$ cat src/rtl/bsc_pkg.sv
// Shared definitions for the bit-serial core: opcodes, FSM states and
// instruction field offsets.
package bsc_pkg;

    localparam logic [3:0] OP_ADD = 4'd0;
    localparam logic [3:0] OP_SUB = 4'd1;
    localparam logic [3:0] OP_AND = 4'd2;
    localparam logic [3:0] OP_OR  = 4'd3;
    localparam logic [3:0] OP_XOR = 4'd4;
    localparam logic [3:0] OP_MOV = 4'd5;

    typedef enum logic [1:0] {
        S_IDLE = 2'd0,
        S_EXEC = 2'd1,
        S_WB   = 2'd2
    } state_t;

    // Layout from the MSB: opcode, rd, rs1, rs2 (rs2 in the LSBs)
    function automatic int op_lsb(input int aw);
        return 3 * aw;
    endfunction

    function automatic int rd_lsb(input int aw);
        return 2 * aw;
    endfunction

    function automatic int rs1_lsb(input int aw);
        return aw;
    endfunction

    function automatic int rs2_lsb(input int aw);
        return 0 * aw;
    endfunction

endpackage

$ cat src/rtl/alu_1bit.sv
// One-bit slice ALU: add/sub via carry chain, bitwise ops, move.
// Carry passes through untouched for non-arithmetic ops.
module alu_1bit
    import bsc_pkg::*;
(
    input  logic       i_a,
    input  logic       i_b,
    input  logic       i_cin,
    input  logic [3:0] i_op,
    output logic       o_y,
    output logic       o_cout
);

    logic w_b;
    logic w_sum;
    logic w_cgen;

    assign w_b    = (i_op == OP_SUB) ? ~i_b : i_b;
    assign w_sum  = i_a ^ w_b ^ i_cin;
    assign w_cgen = (i_a & w_b) | (i_a & i_cin) | (w_b & i_cin);

    always_comb begin
        o_y    = 1'b0;
        o_cout = i_cin;
        unique case (i_op)
            OP_ADD, OP_SUB: begin
                o_y    = w_sum;
                o_cout = w_cgen;
            end
            OP_AND:  o_y = i_a & i_b;
            OP_OR:   o_y = i_a | i_b;
            OP_XOR:  o_y = i_a ^ i_b;
            OP_MOV:  o_y = i_a;
            default: o_y = 1'b0;
        endcase
    end

endmodule

$ cat src/rtl/bsc_regfile.sv
// NREGS x XLEN register file with two bit-select read ports, one
// parallel write port and a debug read port; r0 is hardwired to zero.
module bsc_regfile
    import bsc_pkg::*;
#(
    parameter int XLEN  = 8,
    parameter int NREGS = 8,
    parameter int AW    = $clog2(NREGS),
    parameter int CW    = $clog2(XLEN)
) (
    input  logic            clk,
    input  logic            rstn,
    input  logic [AW-1:0]   i_ra_addr,
    input  logic [CW-1:0]   i_ra_bit,
    output logic            o_ra_q,
    input  logic [AW-1:0]   i_rb_addr,
    input  logic [CW-1:0]   i_rb_bit,
    output logic            o_rb_q,
    input  logic            i_we,
    input  logic [AW-1:0]   i_waddr,
    input  logic [XLEN-1:0] i_wdata,
    input  logic [AW-1:0]   i_dbg_addr,
    output logic [XLEN-1:0] o_dbg_rdata
);

    logic [XLEN-1:0] r_mem [NREGS];

    always_ff @(posedge clk) begin
        if (!rstn) begin
            for (int i = 0; i < NREGS; i++) begin
                r_mem[i] <= '0;
            end
        end else if (i_we && (i_waddr != '0)) begin
            r_mem[i_waddr] <= i_wdata;
        end
    end

    assign o_ra_q = (i_ra_addr == '0) ? 1'b0 : r_mem[i_ra_addr][i_ra_bit];
    assign o_rb_q = (i_rb_addr == '0) ? 1'b0 : r_mem[i_rb_addr][i_rb_bit];
    assign o_dbg_rdata = (i_dbg_addr == '0) ? '0 : r_mem[i_dbg_addr];

endmodule

$ cat src/rtl/bit_serial_core_p.sv
// Bit-serial execution core: one ALU bit per cycle, LSB first.
// Optional zero/carry flags are built when BSC_FLAGS_EN is defined.
module bit_serial_core_p
    import bsc_pkg::*;
#(
    parameter int XLEN  = 8,
    parameter int NREGS = 8,
    localparam int AW   = $clog2(NREGS),
    localparam int IW   = 4 + 3 * AW
) (
    input  logic            clk,
    input  logic            rstn,
    input  logic            instr_valid,
    output logic            instr_ready,
    input  logic [IW-1:0]   instr,
    output logic            busy,
    output logic            done,
    output logic [XLEN-1:0] result,
    input  logic            dbg_we,
    input  logic [AW-1:0]   dbg_addr,
    input  logic [XLEN-1:0] dbg_wdata,
    output logic [XLEN-1:0] dbg_rdata,
    output logic            flag_z,
    output logic            flag_c
);

    localparam int CW  = $clog2(XLEN);
    localparam int OPL = op_lsb(AW);
    localparam int RDL = rd_lsb(AW);
    localparam int R1L = rs1_lsb(AW);
    localparam int R2L = rs2_lsb(AW);

    state_t          r_state;
    state_t          w_next;
    logic [3:0]      r_op;
    logic [AW-1:0]   r_rd;
    logic [AW-1:0]   r_rs1;
    logic [AW-1:0]   r_rs2;
    logic [CW-1:0]   r_cnt;
    logic            r_carry;
    logic [XLEN-1:0] r_shift;
    logic [XLEN-1:0] r_result;

    logic            w_accept;
    logic            w_last;
    logic            w_op_wr;
    logic            w_a;
    logic            w_b;
    logic            w_y;
    logic            w_cout;
    logic            w_we;
    logic [AW-1:0]   w_waddr;
    logic [XLEN-1:0] w_wdata;

    assign w_accept = (r_state == S_IDLE) && instr_valid;
    assign w_last   = (r_cnt == CW'(XLEN - 1));
    assign w_op_wr  = (r_op <= OP_MOV);

    always_comb begin
        w_next = r_state;
        unique case (r_state)
            S_IDLE:  if (w_accept) w_next = S_EXEC;
            S_EXEC:  if (w_last) w_next = S_WB;
            S_WB:    w_next = S_IDLE;
            default: w_next = S_IDLE;
        endcase
    end

    assign instr_ready = (r_state == S_IDLE);
    assign busy        = (r_state == S_EXEC) || (r_state == S_WB);
    assign done        = (r_state == S_WB);
    assign result      = r_result;

    // Debug writes and writeback never collide: one is IDLE-only, one WB-only
    assign w_we    = ((r_state == S_IDLE) && dbg_we) ||
                     ((r_state == S_WB) && w_op_wr);
    assign w_waddr = (r_state == S_WB) ? r_rd : dbg_addr;
    assign w_wdata = (r_state == S_WB) ? r_shift : dbg_wdata;

    bsc_regfile #(
        .XLEN  (XLEN),
        .NREGS (NREGS)
    ) u_rf (
        .clk         (clk),
        .rstn        (rstn),
        .i_ra_addr   (r_rs1),
        .i_ra_bit    (r_cnt),
        .o_ra_q      (w_a),
        .i_rb_addr   (r_rs2),
        .i_rb_bit    (r_cnt),
        .o_rb_q      (w_b),
        .i_we        (w_we),
        .i_waddr     (w_waddr),
        .i_wdata     (w_wdata),
        .i_dbg_addr  (dbg_addr),
        .o_dbg_rdata (dbg_rdata)
    );

    alu_1bit u_alu (
        .i_a    (w_a),
        .i_b    (w_b),
        .i_cin  (r_carry),
        .i_op   (r_op),
        .o_y    (w_y),
        .o_cout (w_cout)
    );

    always_ff @(posedge clk) begin
        if (!rstn) begin
            r_state  <= S_IDLE;
            r_op     <= '0;
            r_rd     <= '0;
            r_rs1    <= '0;
            r_rs2    <= '0;
            r_cnt    <= '0;
            r_carry  <= 1'b0;
            r_shift  <= '0;
            r_result <= '0;
        end else begin
            r_state <= w_next;
            unique case (r_state)
                S_IDLE: begin
                    if (w_accept) begin
                        r_op    <= instr[OPL +: 4];
                        r_rd    <= instr[RDL +: AW];
                        r_rs1   <= instr[R1L +: AW];
                        r_rs2   <= instr[R2L +: AW];
                        r_cnt   <= '0;
                        r_carry <= (instr[OPL +: 4] == OP_SUB);
                    end
                end
                S_EXEC: begin
                    r_shift <= {w_y, r_shift[XLEN-1:1]};
                    r_carry <= w_cout;
                    r_cnt   <= r_cnt + 1'b1;
                end
                S_WB: begin
                    if (w_op_wr) r_result <= r_shift;
                end
                default: ;
            endcase
        end
    end

`ifdef BSC_FLAGS_EN
    logic r_fz;
    logic r_fc;

    always_ff @(posedge clk) begin
        if (!rstn) begin
            r_fz <= 1'b0;
            r_fc <= 1'b0;
        end else if ((r_state == S_WB) && w_op_wr) begin
            r_fz <= (r_shift == '0);
            r_fc <= ((r_op == OP_ADD) || (r_op == OP_SUB)) ? r_carry : 1'b0;
        end
    end

    assign flag_z = r_fz;
    assign flag_c = r_fc;
`else
    assign flag_z = 1'b0;
    assign flag_c = 1'b0;
`endif

endmodule

$ cat config.mk
export PLATFORM = sky130hd
export DESIGN_NAME = bit_serial_core_p
export DESIGN_NICKNAME = d
export VERILOG_FILES = /design/src/rtl/bsc_pkg.sv /design/src/rtl/alu_1bit.sv /design/src/rtl/bsc_regfile.sv /design/src/rtl/bit_serial_core_p.sv
export SDC_FILE = /design/constraint.sdc
export NUM_CORES = 1
export LEC_CHECK = 0
export ABC_AREA = 0
export CORE_AREA = 2 2 140 142
export CTS_BUF_LIST = sky130_fd_sc_hd__clkbuf_8
export CTS_CLUSTER_DIAMETER = 150
export DETAILED_ROUTE_END_ITERATION = 7
export DIE_AREA = 0 0 142 144
export GPL_ROUTABILITY_DRIVEN = 0
export GPL_TIMING_DRIVEN = 1
export PLACE_DENSITY = 0.59
export SYNTH_ARGS = -nofsm -noshare
export SYNTH_HDL_FRONTEND = slang
export SYNTH_SLANG_ARGS = --single-unit
$ cat constraint.sdc
create_clock -name clk -period 3.13 [get_ports clk]
set_input_delay 0.313 -clock clk [delete_from_list [all_inputs] [get_ports clk]]
set_output_delay 0.313 -clock clk [all_outputs]
set_load 0.005 [all_outputs]
==> impl_metrics.csv <==
group,metric,value,unit
status,status,"completed",
pwr,swShare,27.1,%
yosys,syn_area_per_cell,11.8,um2
drt,post_drt_wl_per_cell,18.5,um
yosys,synth_area_leaders,"edfxtp_1 (34%), dfxtp_1 (15%), mux4_2 (15%)",
yosys,synth-seq-cells,105,
pwr,p_clk_share,30.0,%
yosys,synth_warnings,0,
floorplan,fp.dieArea,0.0204,mm2
setup_path,start_kind,"flip-flop",
final_layout,multi_input_comb_area,0.00271,mm2
global_route,grt_start_max_net_pins,23,
clocking,tritoncts,"yes",
yosys,syn_inst,475,
pwr,power.density,443,mW/mm2
sta,max_freq,328,MHz
setup_path,cp_max_fo,8,
clocking,clk_latency,0.40,ns
sta,finalCriticalPeriod,3.05,ns
floorplan,die_x,142,um
drt,ant_nets,0,
drt,drt_iter0_markers,388,
clocking,cts_sinks,105,
yosys,syn_area,0.00558,mm2
setup_path,crit_path_end_kind,"flip-flop",
place,port_buffers,46,
final_layout,instances_no_fill,775,
yosys,ys.flop_type,"edfxtp_1",
drt,remaining_drc_errors,0,
floorplan,start_util,29.3,%
setup_path,path_class,"flip-flop to flip-flop",
global_route,antenna_found_initial,0,
setup_path,crit_chain,"buf_12 -> buf_4 -> mux4_2 -> nor2_2 -> nor4_2 -> a32oi_2 -> xor2_1 -> fa_1 -> nor2_1 -> a311o_1 -> a32oi_1 -> o32ai_1",
final_layout,antenna_cells,0,
clocking,cts_hold_repair.buffers,0,
pwr,combPwrFrac,15.7,%
pwr,p_sw,0.801,mW
pwr,finalPower,2.95,mW
place,post-place-cells,755,
global_route,grt_usage,14.5,%
floorplan,ios,49,
final_layout,drive_above_1_share,16.6,%
sta,finClkSkew,0.0143,ns
sta,timing.final.crit_share,97.3,%
yosys,synth_common_cells,"nor2_1 (99), edfxtp_1 (64), nand2_1 (46)",
drt,dr.pass1.iters,4,
clocking,clock_path_buffers,2,
drt,vias_per_cell,5.15,
yosys,synth_edf_count,64,
floorplan,die_height,144,um
drt,vias,3992,
yosys,synth_top_area_cell,"edfxtp_1",
sta,drv_slew,0,
clocking,cts-root-buf,"clkbuf_8",
place,dp_hpwl,11.1,mm
sta,finalHoldViolations,0,
global_route,grt_pass1_vias,4049,
yosys,ys_seq_area_share,49.1,%
pwr,p_int,2.15,mW
pwr,peakVddDrop,0.325,mV
sta,max_slew.worst_pin.slew,0.813,ns
yosys,synthDominantCellAreaShare,34.4,%
yosys,yosysMostFrequentCell,"nor2_1",
clocking,htree_levels,3,
clocking,path_clk_slew,0.11,ns
final_layout,layout.nets,568,
setup_path,cpPeakStageDelay,0.50,ns
yosys,synth_async_sr_flop_share,0,%
final_layout,area_growth,19.4,%
final_layout,area.sequential,0.00275,mm2
drt,drt-total-wl,14.3,mm
setup_path,cp_data_arrival_time,3.32,ns
sta,rsz0062_at_grt,"true",
final_layout,nFillCells,1854,
flow_run,maxCapViolations,0,
sta,finalSetupViolCount,0,
pwr,power_frac_seq,54.3,%
clocking,cts_inserted_buffers,9,
yosys,ys_types,50,
global_route,overflow,0,
worst_hold_path,min_path_type,"input pin to flip-flop",
floorplan,num_rows,51,
setup_path,cp.required,3.41,ns
sta,holdWs,0.455,ns
sta,slew_headroom,45.8,%
setup_path,cp_num_buf_inv,2,
setup_path,path_delay_family,"compound AO/OA/AOI/OAI gates",
floorplan,core-area,0.0191,mm2
global_route,grt_pass1_wl,22.5,mm
pwr,power_leakage,2.30,nW
setup_path,cp_slowest_cell,"fa_1",
cells by family (layout without fill, tap and decap cells):
group / Yosys count / in the layout / synth area share [%]
adders and majority gates: 8 / 8 / 1.93
AOI/OAI and AO/OA: 57 / 57 / 7.33
other: 1 / 10 / 0.0672
and+or+nand+nor: 182 / 182 / 13.9
buffers and inverters: 40 / 93 / 3.38
DFF: 105 / 105 / 49.1
xor gates and xnor gates: 1 / 1 / 0.157
muxes: 81 / 81 / 24.2
repair_timing:
action                                  in CTS  in global routing
pin swaps                                    0                  2
endpoints found under the setup margin       1                  1
hold endpoints to repair                     0                  0
gates resized for setup                      2                 10
setup buffers                                0                  3
cloned                                       0                  1
state kept, by name, indices dropped and copies added, names as in the netlist, named ones only:
register and flops:
r_carry 1, u_rf.r_mem 64, r_rd 3, result 8
r_rs1 3, r_op 4, r_cnt 3, r_rs2 3
r_shift 8, r_state 2
per-layer routing:
metal | track usage, % | routed length (um)
met5 | 0 | 0
met4 | 4.00 | 170
met3 | 3.38 | 682
met2 | 24.6 | 7120
met1 | 18.7 | 6340
stage by stage:
step	area, um2	setup TNS [ns]	util (%)	setup WS (ns)
after floorplan	5620	0	-	0.155
after global placement	6380	-0.0427	33.4	-0.0427
after detailed placement	6380	-0.156	33.4	-0.156
after CTS	6590	0	34.5	0.00450
after global routing	6670	-0.00125	34.9	-0.00125
final	6670	0	34.9	0.0843
power groups by stage:
| stage | sequential, mW | clock, mW | combinational (mW) |
|---|---|---|---|
| after global routing | 1.61 | 0.959 | 0.505 |
| after CTS | 1.60 | 0.904 | 0.453 |
| after detailed placement | 1.63 | 0 | 0.452 |
| after floorplan | 1.59 | 0 | 0.319 |
| after global placement | 1.62 | 0 | 0.441 |
| final | 1.60 | 0.886 | 0.462 |
worst paths after layout:
path | end | slack [ns] | cells after the start | start
worst min register to register | r_rd[0]$_SDFFE_PN0P_ | 0.47 | 2 | r_rd[0]$_SDFFE_PN0P_
worst min-delay path | r_rd[0]$_SDFFE_PN0P_ | 0.46 | 3 | instr[6]
worst max-delay path | r_shift[7]$_SDFFE_PN0P_ | 0.08 | 12 | flip-flop
worst max register to register | r_shift[7]$_SDFFE_PN0P_ | 0.08 | 12 | flip-flop
layout make-up:
class                   instances  area share (%)
clock buffers                   9            1.86
clock inverters                 7            1.18
inverters                      10           0.563
multi-input cells             339            40.6
flip-flops and latches        105            41.3
well taps                     238            4.47
repair buffers                 67            10.0
worst reg2reg max path, stage by stage, from the launching register on:
cell	delay [ns]
dfxtp_4	0.37
buf_12	0.15
buf_4	0.13
mux4_2	0.34
nor2_2	0.05
nor4_2	0.32
a32oi_2	0.19
xor2_1	0.20
fa_1	0.50
nor2_1	0.05
a311o_1	0.33
a32oi_1	0.19
o32ai_1	0.11
cell usage in the layout, fill, tap and decap left out, types with 3 or more instances in the layout:
cell type / netlist / final
a21oi_1: 20 / 20
a221oi_1: 9 / 9
a311oi_1: 3 / 3
a32oi_1: 3 / 3
and2_1: 3 / 3
buf_4: 3 / 17
clkbuf_8: 0 / 9
clkdlybuf4s50_1: 0 / 46
conb_1: 1 / 10
dfxtp_1: 41 / 36
dfxtp_2: 0 / 4
edfxtp_1: 64 / 64
ha_1: 7 / 7
inv_1: 9 / 10
mux2_2: 5 / 5
mux2i_1: 35 / 35
mux4_1: 5 / 5
mux4_2: 36 / 36
nand2_1: 46 / 46
nand2b_1: 6 / 6
nand3_1: 6 / 6
nor2_1: 99 / 98
nor2b_1: 6 / 6
nor3_1: 3 / 3
nor4_1: 5 / 4
o21ai_0: 6 / 6
No activity file was read; power rests on OpenSTA's default activity.
